File: src/rtl/frame_sequencer.sv
// Frame sequencer: streams an IMG_WIDTH x IMG_HEIGHT frame from memory into the pipeline, then waits for its results.
// Compile option FRAME_SEQ_HBLANK_EN inserts HBLANK idle cycles after every row except the last.
module frame_sequencer #(
  parameter int IMG_WIDTH     = 512,
  parameter int IMG_HEIGHT    = 512,
  parameter int EXPECTED_OUT  = 262144,
  parameter int DRAIN_TIMEOUT = 4096,
  parameter int HBLANK        = 4
) (
  input  logic        clk,
  input  logic        rst,
  input  logic        start,
  input  logic        hold,
  output logic [17:0] mem_addr,
  output logic        mem_rd_en,
  input  logic [7:0]  mem_rd_data,
  output logic [7:0]  pixel_out,
  output logic        pixel_out_valid,
  input  logic        result_valid,
  output logic        busy,
  output logic        frame_done,
  output logic        timeout,
  output logic [8:0]  row,
  output logic [8:0]  col
);
  localparam int RW = $clog2(EXPECTED_OUT + 1);
  localparam int DW = (DRAIN_TIMEOUT > 1) ? $clog2(DRAIN_TIMEOUT) : 1;

  typedef enum logic [2:0] {IDLE, STREAM, BLANK, DRAIN, DONE} state_t;

  state_t        state;
  logic [RW-1:0] res_cnt;
  logic [DW-1:0] quiet_cnt;
`ifdef FRAME_SEQ_HBLANK_EN
  logic [15:0]   blank_cnt;
`endif

  logic last_col, last_row, res_full, quiet_expired;

  assign last_col      = (col == 9'(IMG_WIDTH - 1));
  assign last_row      = (row == 9'(IMG_HEIGHT - 1));
  assign res_full      = (res_cnt == RW'(EXPECTED_OUT));
  assign quiet_expired = (quiet_cnt == DW'(DRAIN_TIMEOUT - 1));

  // NOTE: the read strobe is decoded from state and hold directly so that hold
  // suppresses the read in the very cycle it is raised.
  assign mem_rd_en = (state == STREAM) && !hold;
  assign pixel_out = pixel_out_valid ? mem_rd_data : 8'd0;

  // quiet_cnt holds cycles since the last result, so timeout lands DRAIN_TIMEOUT cycles after it.
  // NOTE: all state and registered outputs use non-blocking assignments in this one block.
  always_ff @(posedge clk or posedge rst) begin
    if (rst) begin
      state           <= IDLE;
      mem_addr        <= '0;
      row             <= '0;
      col             <= '0;
      pixel_out_valid <= 1'b0;
      busy            <= 1'b0;
      frame_done      <= 1'b0;
      timeout         <= 1'b0;
      res_cnt         <= '0;
      quiet_cnt       <= '0;
`ifdef FRAME_SEQ_HBLANK_EN
      blank_cnt       <= '0;
`endif
    end else begin
      pixel_out_valid <= mem_rd_en;
      frame_done      <= 1'b0;

      if (state != IDLE) begin
        if (result_valid) begin
          if (!res_full) res_cnt <= res_cnt + RW'(1);
          quiet_cnt <= DW'(1);
        end else if (!quiet_expired) begin
          quiet_cnt <= quiet_cnt + DW'(1);
        end
      end

      case (state)
        IDLE: begin
          if (start) begin
            state     <= STREAM;
            busy      <= 1'b1;
            timeout   <= 1'b0;
            mem_addr  <= '0;
            row       <= '0;
            col       <= '0;
            res_cnt   <= '0;
            quiet_cnt <= '0;
          end
        end

        STREAM: begin
          if (!hold) begin
            mem_addr <= mem_addr + 18'd1;
            if (!last_col) begin
              col <= col + 9'd1;
            end else begin
              col <= '0;
              if (last_row) begin
                state <= DRAIN;
              end else begin
                row <= row + 9'd1;
`ifdef FRAME_SEQ_HBLANK_EN
                if (HBLANK > 0) begin
                  state     <= BLANK;
                  blank_cnt <= '0;
                end
`endif
              end
            end
          end
        end

        BLANK: begin
`ifdef FRAME_SEQ_HBLANK_EN
          if (blank_cnt == 16'(HBLANK - 1)) state <= STREAM;
          else                              blank_cnt <= blank_cnt + 16'd1;
`else
          state <= STREAM;
`endif
        end

        DRAIN: begin
          if (res_full) begin
            state      <= DONE;
            frame_done <= 1'b1;
          end else if (!result_valid && quiet_expired) begin
            state   <= IDLE;
            busy    <= 1'b0;
            timeout <= 1'b1;
          end
        end

        DONE: begin
          state <= IDLE;
          busy  <= 1'b0;
        end

        default: begin
          state <= IDLE;
          busy  <= 1'b0;
        end
      endcase
    end
  end
endmodule

File: config.mk
export PLATFORM = sky130hd
export DESIGN_NAME = frame_sequencer
export DESIGN_NICKNAME = d
export VERILOG_FILES = /design/src/rtl/frame_sequencer.sv
export SDC_FILE = /design/constraint.sdc
export NUM_CORES = 1
export LEC_CHECK = 0
export BUFFER_PORTS_ARGS = -buffer_cell sky130_fd_sc_hd__buf_2
export CAP_MARGIN = 20
export CORE_MARGIN = 4
export CORE_UTILIZATION = 60
export DETAILED_ROUTE_END_ITERATION = 16
export PLACE_DENSITY_LB_ADDON = 0.05
export SETUP_SLACK_MARGIN = 0.3
export SYNTH_ARGS = -nofsm -noshare
export SYNTH_HDL_FRONTEND = slang
export SYNTH_SLANG_ARGS = --single-unit
export TNS_END_PERCENT = 10
File: constraint.sdc
create_clock -name clk -period 4.15 [get_ports clk]
set_clock_uncertainty 0.05 [all_clocks]
set_input_delay 0.6225 -clock clk [delete_from_list [all_inputs] [get_ports clk]]
set_output_delay 0.6225 -clock clk [all_outputs]
set_load 0.02 [all_outputs]
# --- Word level (Yosys, flattened, before mapping) ---
# Cells that the tools add are included.
op_classes:
  n_addsub: 5
  n_eq_ne: 15
  mux: 39
  bitwise: 1
  reduce_logical: 14
op_table:
  columns: ["op", "count"]
  rows:
  - ["$mux 19", 5]
  - ["$mux 12", 5]
  - ["$mux 9", 6]
  - ["$mux 18", 2]
  - ["$pmux 18 s2", 1]
  - ["$pmux 9 s2", 2]
  - ["$add 19x1->19 const B", 1]
  - ["$eq 19x19->1 const B", 1]
  - ["$add 18x1->18 const B", 1]
  - ["$add 9x1->9 const B", 2]
  - ["$eq 9x9->1 const B", 2]
  - ["$mux 3", 6]
  - ["$ne 2x2->1 const B", 7]
  - ["$add 12x1->12 const B", 1]
  - ["$eq 12x12->1 const B", 1]
  - ["$pmux 3 s4", 1]
  - ["$reduce_and 5->1", 2]
  - ["$mux 1", 8]
  - ["$mux 8", 1]
  - ["$reduce_and 4->1", 2]
  - ["$eq 3x2->1 const B", 2]
  - ["$reduce_bool 2->1", 2]
  - ["$eq 3x1->1 const B", 1]
  - ["$logic_not 3->1", 1]
  - ["other kinds (9)", 11]
totals:
  reg_bits: 74
  input_bits: 13
  word_cells: 84

# --- Longest topological paths before layout ---
# Gate-level depths: netlist (run 1).
logic_depth:
  depth_word: 6
  ltp_mapped: 10

# --- Least setup slack after synthesis (run 1) ---
# Ideal clock, no wire load.
synth_timing:
  path_type: "flip-flop to flip-flop"
  from: "reg col[0]"
  to: "reg row[4]"
  setup_time_ns: 0.121
  t_arrival_ns: 1.951
  path_slack_ns: 2.027
  path_stages_with_launch: 10
  n_path_buf: 0
  period_less_slack_ns: 2.123
  path_cell_list: "dfrtp_1 -> ha_1 -> nand3_1 -> nor2_1 -> ha_1 -> nand3b_1 -> a221oi_1 -> nand4_1 -> xor2_1 -> nor2_1"
synth_via:
  elab_chain_cells: 3
synth_rtl:
  columns: ["item", "line_no", "rtl"]
  rows:
  - ["start, declared", "24", "output logic [8:0] col"]
  - ["start signal, assigned", "98", "col <= col + 9'd1;"]
  - ["$eq 9x9->1", "40", "assign last_col = (col == 9'(IMG_WIDTH - 1));"]
  - ["$ne 2x2->1 (no line)", null, null]
  - ["$reduce_and 5->1 (no line)", null, null]
  - ["end signal, assigned", "104", "row <= row + 9'd1;"]
  - ["end, declared", "23", "output logic [8:0] row,"]
# No other way between the ends.
# A chain may end at the register's enable or synchronous reset.

# --- Worst setup path after layout (run 1) ---
layout_timing:
  from: "reg state[0]"
  to: "reg busy"
layout_via:
  elab_chain_cells: 4
  word_cells_on_any_way: 11
layout_rtl:
  columns: ["item", "line_no", "rtl"]
  rows:
  - ["start, declared", "31", "state_t state;"]
  - ["start signal, assigned", "54", "state <= IDLE;"]
  - ["start signal, assigned", "83", "state <= STREAM;"]
  - ["start signal, assigned", "102", "state <= DRAIN;"]
  - ["$eq 3x1->1 / $eq 3x2->1 (equally long branches)", "80", "case (state)"]
  - ["$reduce_or 2->1 (no line)", null, null]
  - ["$not 1->1 (no line)", null, null]
  - ["$reduce_and 4->1 (no line)", null, null]
  - ["end signal, assigned", "84", "busy <= 1'b1;"]
  - ["end signal, assigned", "131", "busy <= 1'b0;"]
  - ["end signal, assigned", "138", "busy <= 1'b0;"]
  - ["end, declared", "20", "output logic busy,"]
# Parallel ways exist; a longest one is shown, timed or not.

==> results of run 1 <==
routing by layer:
layer  global-route usage [%]  vias up  wire [µm]
met2                    37.96      107       4270
met3                    3.172       21        422
met4                    9.821        0        206
li1                         -     1671          -
met1                    31.81     1707       4186
met5                        0        -          0
Yosys cell counts (all sizes together) (7+ instances only):
library cell and count:
clkbuf 7, ha 8, o21ai 26, inv 10, dfrtp 74, nor3 13
o31ai 8, nor2 51, and2 13, nand4 20, nand2 40, xnor2 8
and3 10, xor2 25, a21oi 21, buf 10, nand3 23, or3 7
worst max-delay path by stage:
stage,start,to
after floorplan,rst,busy$_DFFE_PP0P_
after global placement,state[0]$_DFFE_PP0P_,busy$_DFFE_PP0P_
after detailed placement,state[0]$_DFFE_PP0P_,busy$_DFFE_PP0P_
after CTS,state[0]$_DFFE_PP0P_,busy$_DFFE_PP0P_
after global routing,state[0]$_DFFE_PP0P_,busy$_DFFE_PP0P_
final,state[0]$_DFFE_PP0P_,busy$_DFFE_PP0P_
state kept, by name, indices dropped and copies added, names as in the netlist:
register / count
mem_addr: 18
frame_done: 1
timeout: 1
quiet_cnt: 12
row: 9
pixel_out_valid: 1
res_cnt: 19
busy: 1
state: 3
col: 9
power by group through the flow:
stage	Clock [W]	Sequential [W]	Combinational, W
after floorplan	0	0.000969	0.000206
final	0.000535	0.000926	0.000363
after CTS	0.000545	0.000924	0.000365
after global routing	0.000580	0.000942	0.000405
after global placement	0	0.000935	0.000353
after detailed placement	0	0.000937	0.000362
placed cells by master (no fill, tap or decap), types with 5 or more instances in the layout:
cell type / count
xor2_1: 25
xnor2_1: 8
and3_1: 10
nor3_1: 10
nor4_1: 5
ha_1: 8
nand3b_1: 5
nand2_1: 40
or3_1: 7
o31ai_1: 8
nand4_1: 17
nor2_1: 49
a21oi_1: 20
inv_1: 9
dfrtp_1: 74
nand3_1: 23
and4_1: 6
and2_1: 12
o21ai_0: 22
clkbuf_8: 9
buf_2: 61
cells by family (layout without fill, tap and decap cells):
logic type / count (synthesis) / after routing / synth area share (%)
simple gates: 207 / 207 / 28.12
buf+inv: 27 / 89 / 3.062
xor+xnor: 33 / 33 / 7.145
fa+ha+maj: 8 / 8 / 2.475
compound gates: 79 / 79 / 12.59
mux: 3 / 3 / 0.8351
flops: 74 / 74 / 45.78
area by class of cell:
cell class | instances | area [µm²] | area share [%]
Multi-Input combinational cell | 330 | 2069 | 45.20
Tap cell | 77 | 96.34 | 2.104
Clock inverter | 6 | 58.81 | 1.285
Inverter | 10 | 37.54 | 0.8199
Sequential cell | 74 | 1852 | 40.45
Timing Repair Buffer | 64 | 340.3 | 7.434
Clock buffer | 9 | 123.9 | 2.706
worst max-delay path, cell delays in order (launching register included):
cell     delay (ns)
dfrtp_1        0.53
nor3_2         0.79
and2_1         0.30
buf_4          0.33
nor2_1         0.08
nor3_1         0.16
stage by stage:
step / hold WS (ns) / worst slack (ns) / utilization, % / instances
final: 0.1159 / 1.809 / 70.88 / 570
after global routing: 0.1305 / 1.639 / 70.88 / 570
after CTS: 0.4533 / 1.813 / 70.57 / 569
after detailed placement: 0.4351 / 1.838 / 67.75 / 554
after global placement: 0.4240 / 1.894 / 67.75 / 554
after floorplan: 0.4374 / 1.596 / - / 431
==> impl_metrics.toml, run 1 <==
[timing]
slew_viol_final = 0
hold_violations = 0
fmax_ghz = 0.4272
worst_pin_slew_ns = 0.8807
rsz0062_at_grt = "no"
finalCritPeriodShare_pct = 56.40
finalSetupTns_ns = 0
setup_viol = 0
relSlewSlack_pct = 40.97
period_minus_slack_ns = 2.341

[critical_path]
rr_startpoint = "state[0]$_DFFE_PP0P_"
r2r_cells = 5
critPathLaunchType = "flip-flop"
crit_arrival_ns = 2.55
worstPathMaxFanout = 30
reg2reg_to = "busy$_DFFE_PP0P_"
ff2ff_setup_slack_ns = 1.81
worstSetupPathType = "flip-flop to flip-flop"
cp_data_required_time_ns = 4.36
crit_path_end_kind = "flip-flop"

[placement]
place_congestion = 0.8882
numPortBuffers = 61
dp_hpwl_um = 6347
dpl-instance-area_um2 = 4375

[power_and_ir_drop]
seqPwrFrac_pct = 50.7
power_leakage_nw = 2.134
power_density_nw_per_um2 = 398.5
power.switching_w = 0.0006075
fin_total_pwr_w = 0.001825
p_int_w = 0.001217
swShare_pct = 33.30
clkPwrFrac_pct = 29.3
combPwrFrac_pct = 19.9
vdd.ir_drop.worst_uv = 256.9

[yosys]
ys_top_cells_by_area = "dfrtp_1 (46%), xor2_1 (5.4%), nor2_1 (4.5%)"
syn_area_per_cell_um2 = 9.385
ys_ff_latch = 74
syn_nets = 452
yosysTopAreaCellShare_pct = 45.78
yosysTopAreaCell = "dfrtp_1"
ys.flop_type = "dfrtp_1"
synth_edf_count = 0
yosysUniqueCellTypes = 60
yosysWarnings = 0
syn-cell-area_um2 = 4045
synthArstFlopShare_pct = 100.0
syn_inst = 431
yosysSeqAreaShare_pct = 45.78

[detailed_routing]
drc = 0
wl_per_cell_um = 15.94
vias = 3506
first_pass_iters = 5
ant_nets = 0
drt_iter0_markers = 174
avgViaCountPerCell = 6.151
routed_wl_um = 9085

[final_layout]
fin_area_um2 = 4578
nFillCells = 500
nNetsFinal = 510
diodes = 0
drive_gt1_share_pct = 20.08
syn2layout_area_growth_pct = 13.18

[global_routing]
gr-total-overflow = 0
grt_usage_pct = 23.45
grt_pass1_vias = 3372
antenna_found_initial = 0
grt_max_degree = 47
grt_first_pass_wirelength_um = 15890

[die]
rows = 29
core_area_um2 = 6459
io_pins = 62
dieArea_um2 = 8120
die_w_um = 90.11
start_util_pct = 62.63
dieHeight_um = 90.11

[run_status]
status = "complete, no violations"

[clock_network]
cts_root_buf = "clkbuf_8"
clk_pin_slew_ns = 0.08
postCtsSetupBuffers = 0
hold_buffers = 0
cts_tree = "done"
cts_resized = 0
cts_buffer_depth = 2
numCtsBuffers = 9
htree_levels = 3
cts.sinks = 74
clk-insertion-delay-late_ns = 0.34

[min_path]
hp-class = "primary input to asynchronous set/reset pin"

[job]
maxCapViolCount = 0
Power figures use the tool's default switching activity.
==> run 2: changes to the inputs <==
ABC_AREA = 1   (was default)
CORE_UTILIZATION = 58   (was 60)
clock period = 2.3 ns   (was 4.15 ns; I/O delays follow)
==> run 2 against run 1 <==
Against the previous run:
- register-to-register slack worse by 1.5 ns
- final cell count is 47% higher
- flip-flop and latch count stayed put
- global-route usage is 1.9 points higher
- synthesized cell count is 52% higher
- area after synthesis is 15% higher
- critical path depth is 1 higher
- total power is 130% higher
- routed wire length is 31% higher
- sequential power is 100% higher
- core utilization is 1.3 points lower
- non-clock buffer count is 15 higher
==> impl_metrics.toml, run 2 <==
[critical_path]
critPathLaunchType = "flip-flop"
cp_data_required_time_ns = 1.90
cp_slowest_cell = "dfrtp_2"
critPathTopFamily = "flip-flops"
path_cells = "nor2_4 > nand2_4 > clkinv_8 > nand2_2 > inv_1 > buf_2"
worstPathMaxFanout = 15
worstSetupPathType = "flip-flop to output port"
ff2ff_setup_slack_ns = 0.35
crit_arrival_ns = 1.58
rr_startpoint = "col[1]$_DFFE_PP0P_"
crit_path_end_kind = "output port"
reg2reg_to = "row[0]$_DFFE_PP0P_"
cp_num_buf_inv = 3
r2r_cells = 11
critPathMaxStageDelay_ns = 0.45

[placement]
numPortBuffers = 61
dp_hpwl_um = 8713
dpl-instance-area_um2 = 5082
place_congestion = 0.9220

[detailed_routing]
vias = 4735
avgViaCountPerCell = 5.650
drc = 0
wl_per_cell_um = 14.18
first_pass_iters = 5
routed_wl_um = 11880
drt_iter0_markers = 384
ant_nets = 0

[run_status]
status = "complete, no violations"

[clock_network]
clk-insertion-delay-late_ns = 0.36
cts.sinks = 74
htree_levels = 3
numCtsBuffers = 9
cts_tree = "done"
cts_buffer_depth = 2
hold_buffers = 0
cts_root_buf = "clkbuf_8"
clk_pin_slew_ns = 0.09

[final_layout]
largest_register_ffs = 19
syn2layout_area_growth_pct = 16.22
reg_top3 = "res_cnt: 19 flops, mem_addr: 18 flops, quiet_cnt: 12 flops"
final_common_cell = "nand2_1"
final_cell_mix = "nand2_1 (163), nand3_1 (82), inv_1 (77), dfrtp_1 (73), nor2_1 (62)"
fin_util_pct = 69.59
fin_area_um2 = 5405
drive_gt1_share_pct = 17.80
top_register = "res_cnt"
diodes = 0
nNetsFinal = 752

[timing]
finalCritPeriodShare_pct = 86.01
fmax_ghz = 0.5055
worst_pin_slew_ns = 0.6679
slew_viol_final = 0
period_minus_slack_ns = 1.978
fin_hold_ws_ns = 0.02613
rsz0062_at_grt = "yes"
finalSetupTns_ns = 0
setup_viol = 0
relSlewSlack_pct = 55.38
hold_violations = 0

[yosys]
syn_nets = 678
yosysUniqueCellTypes = 37
yosysWarnings = 0
syn_inst = 657
ys.flop_type = "dfrtp_1"
yosysTopAreaCellShare_pct = 39.82
yosys-top-cells-count = "nand2_1 (164), nand3_1 (82), inv_1 (79)"
synthArstFlopShare_pct = 100.0
yosysTopAreaCell = "dfrtp_1"
ys_ff_latch = 74
synth_edf_count = 0
ys_top_cells_by_area = "dfrtp_1 (40%), nand2_1 (13%), nand3_1 (8.8%)"
syn-cell-area_um2 = 4651
syn_area_per_cell_um2 = 7.079
synth.most_common_cell = "nand2_1"
yosysSeqAreaShare_pct = 39.82

[global_routing]
gr-total-overflow = 0
antenna_found_initial = 0
grt_usage_pct = 25.34
grt_first_pass_wirelength_um = 20110
grt_max_degree = 33
grt_pass1_vias = 4322

[die]
dieHeight_um = 97.55
core_area_um2 = 7767
start_util_pct = 59.87
die_w_um = 97.55
rows = 32
io_pins = 62
dieArea_um2 = 9515

[min_path]
hp-class = "primary input to asynchronous set/reset pin"

[power_and_ir_drop]
vdd.ir_drop.worst_uv = 438.1
power_leakage_nw = 2.803
power_density_nw_per_um2 = 791.2

[job]
maxCapViolCount = 0
[run 2: per-layer routing]
metal	global-route usage, %	part of all wire (%)
met3	4.810	6.5
met4	7.348	1.0
met2	41.49	49
met1	34.32	44
met5	0	0
[run 2: what timing repair did]
item                                    4_1_cts  5_1_grt
setup buffers                                 2        5
pin swaps                                     1        1
endpoints found under the setup margin       13       22
gates resized for setup                       5       10
[run 2: through the flow]
stage,setup slack (ns),std cells,total power (W)
final,0.3218,838,0.004277
after global routing,0.2060,838,0.004583
after CTS,0.2876,833,0.004250
after detailed placement,0.1479,815,0.003140
after global placement,0.2193,815,0.003103
after floorplan,0.1982,657,0.002740
[run 2: worst reg2reg max path: cells and delay by family (launching register included)]
family / cells / cell delay [ns]
DFF: 1 / 0.40
buffers and inverters: 3 / 0.26
adders and majority gates: 2 / 0.44
AOI/OAI and AO/OA: 2 / 0.24
and+or+nand+nor: 4 / 0.47
[run 2: how the worst max path moves through the flow]
stage | from | endpoint | slack (ns) | cells after the start
floorplan | col[4]$_DFFE_PP0P_ | row[0]$_DFFE_PP0P_ | 0.20 | 13
global placement | col[4]$_DFFE_PP0P_ | row[7]$_DFFE_PP0P_ | 0.22 | 12
detailed placement | col[4]$_DFFE_PP0P_ | row[5]$_DFFE_PP0P_ | 0.15 | 12
CTS | state[2]$_DFFE_PP0P_ | mem_rd_en | 0.29 | 6
global route | row[0]$_DFFE_PP0P_ | state[1]$_DFFE_PP0P_ | 0.21 | 9
finish | state[2]$_DFFE_PP0P_ | mem_rd_en | 0.32 | 6
[run 2: logic make-up (layout without fill, tap and decap cells)]
logic type | after synthesis | in the layout | synth area share (%)
AO/OA/AOI/OAI | 70 | 70 | 8.287
XOR/XNOR | 13 | 13 | 2.448
adder cells (fa/ha/maj) | 8 | 8 | 2.152
buffers and inverters | 99 | 178 | 8.744
flip-flops | 74 | 74 | 39.82
AND/OR/NAND/NOR | 393 | 393 | 38.55
[run 2: power by group]
group          switching, W  internal [W]
clock network      0.000547      0.000542
registers          0.000319       0.00153
logic              0.000880      0.000457
[run 2: layout make-up]
type	count	area, µm²
clock buffer	10	137.6
timing repair buffer	79	440.4
clock inverter	6	72.57
tap	102	127.6
multi-input combinational	484	2441
inverter	83	332.8
fill	680	2362
sequential	74	1853
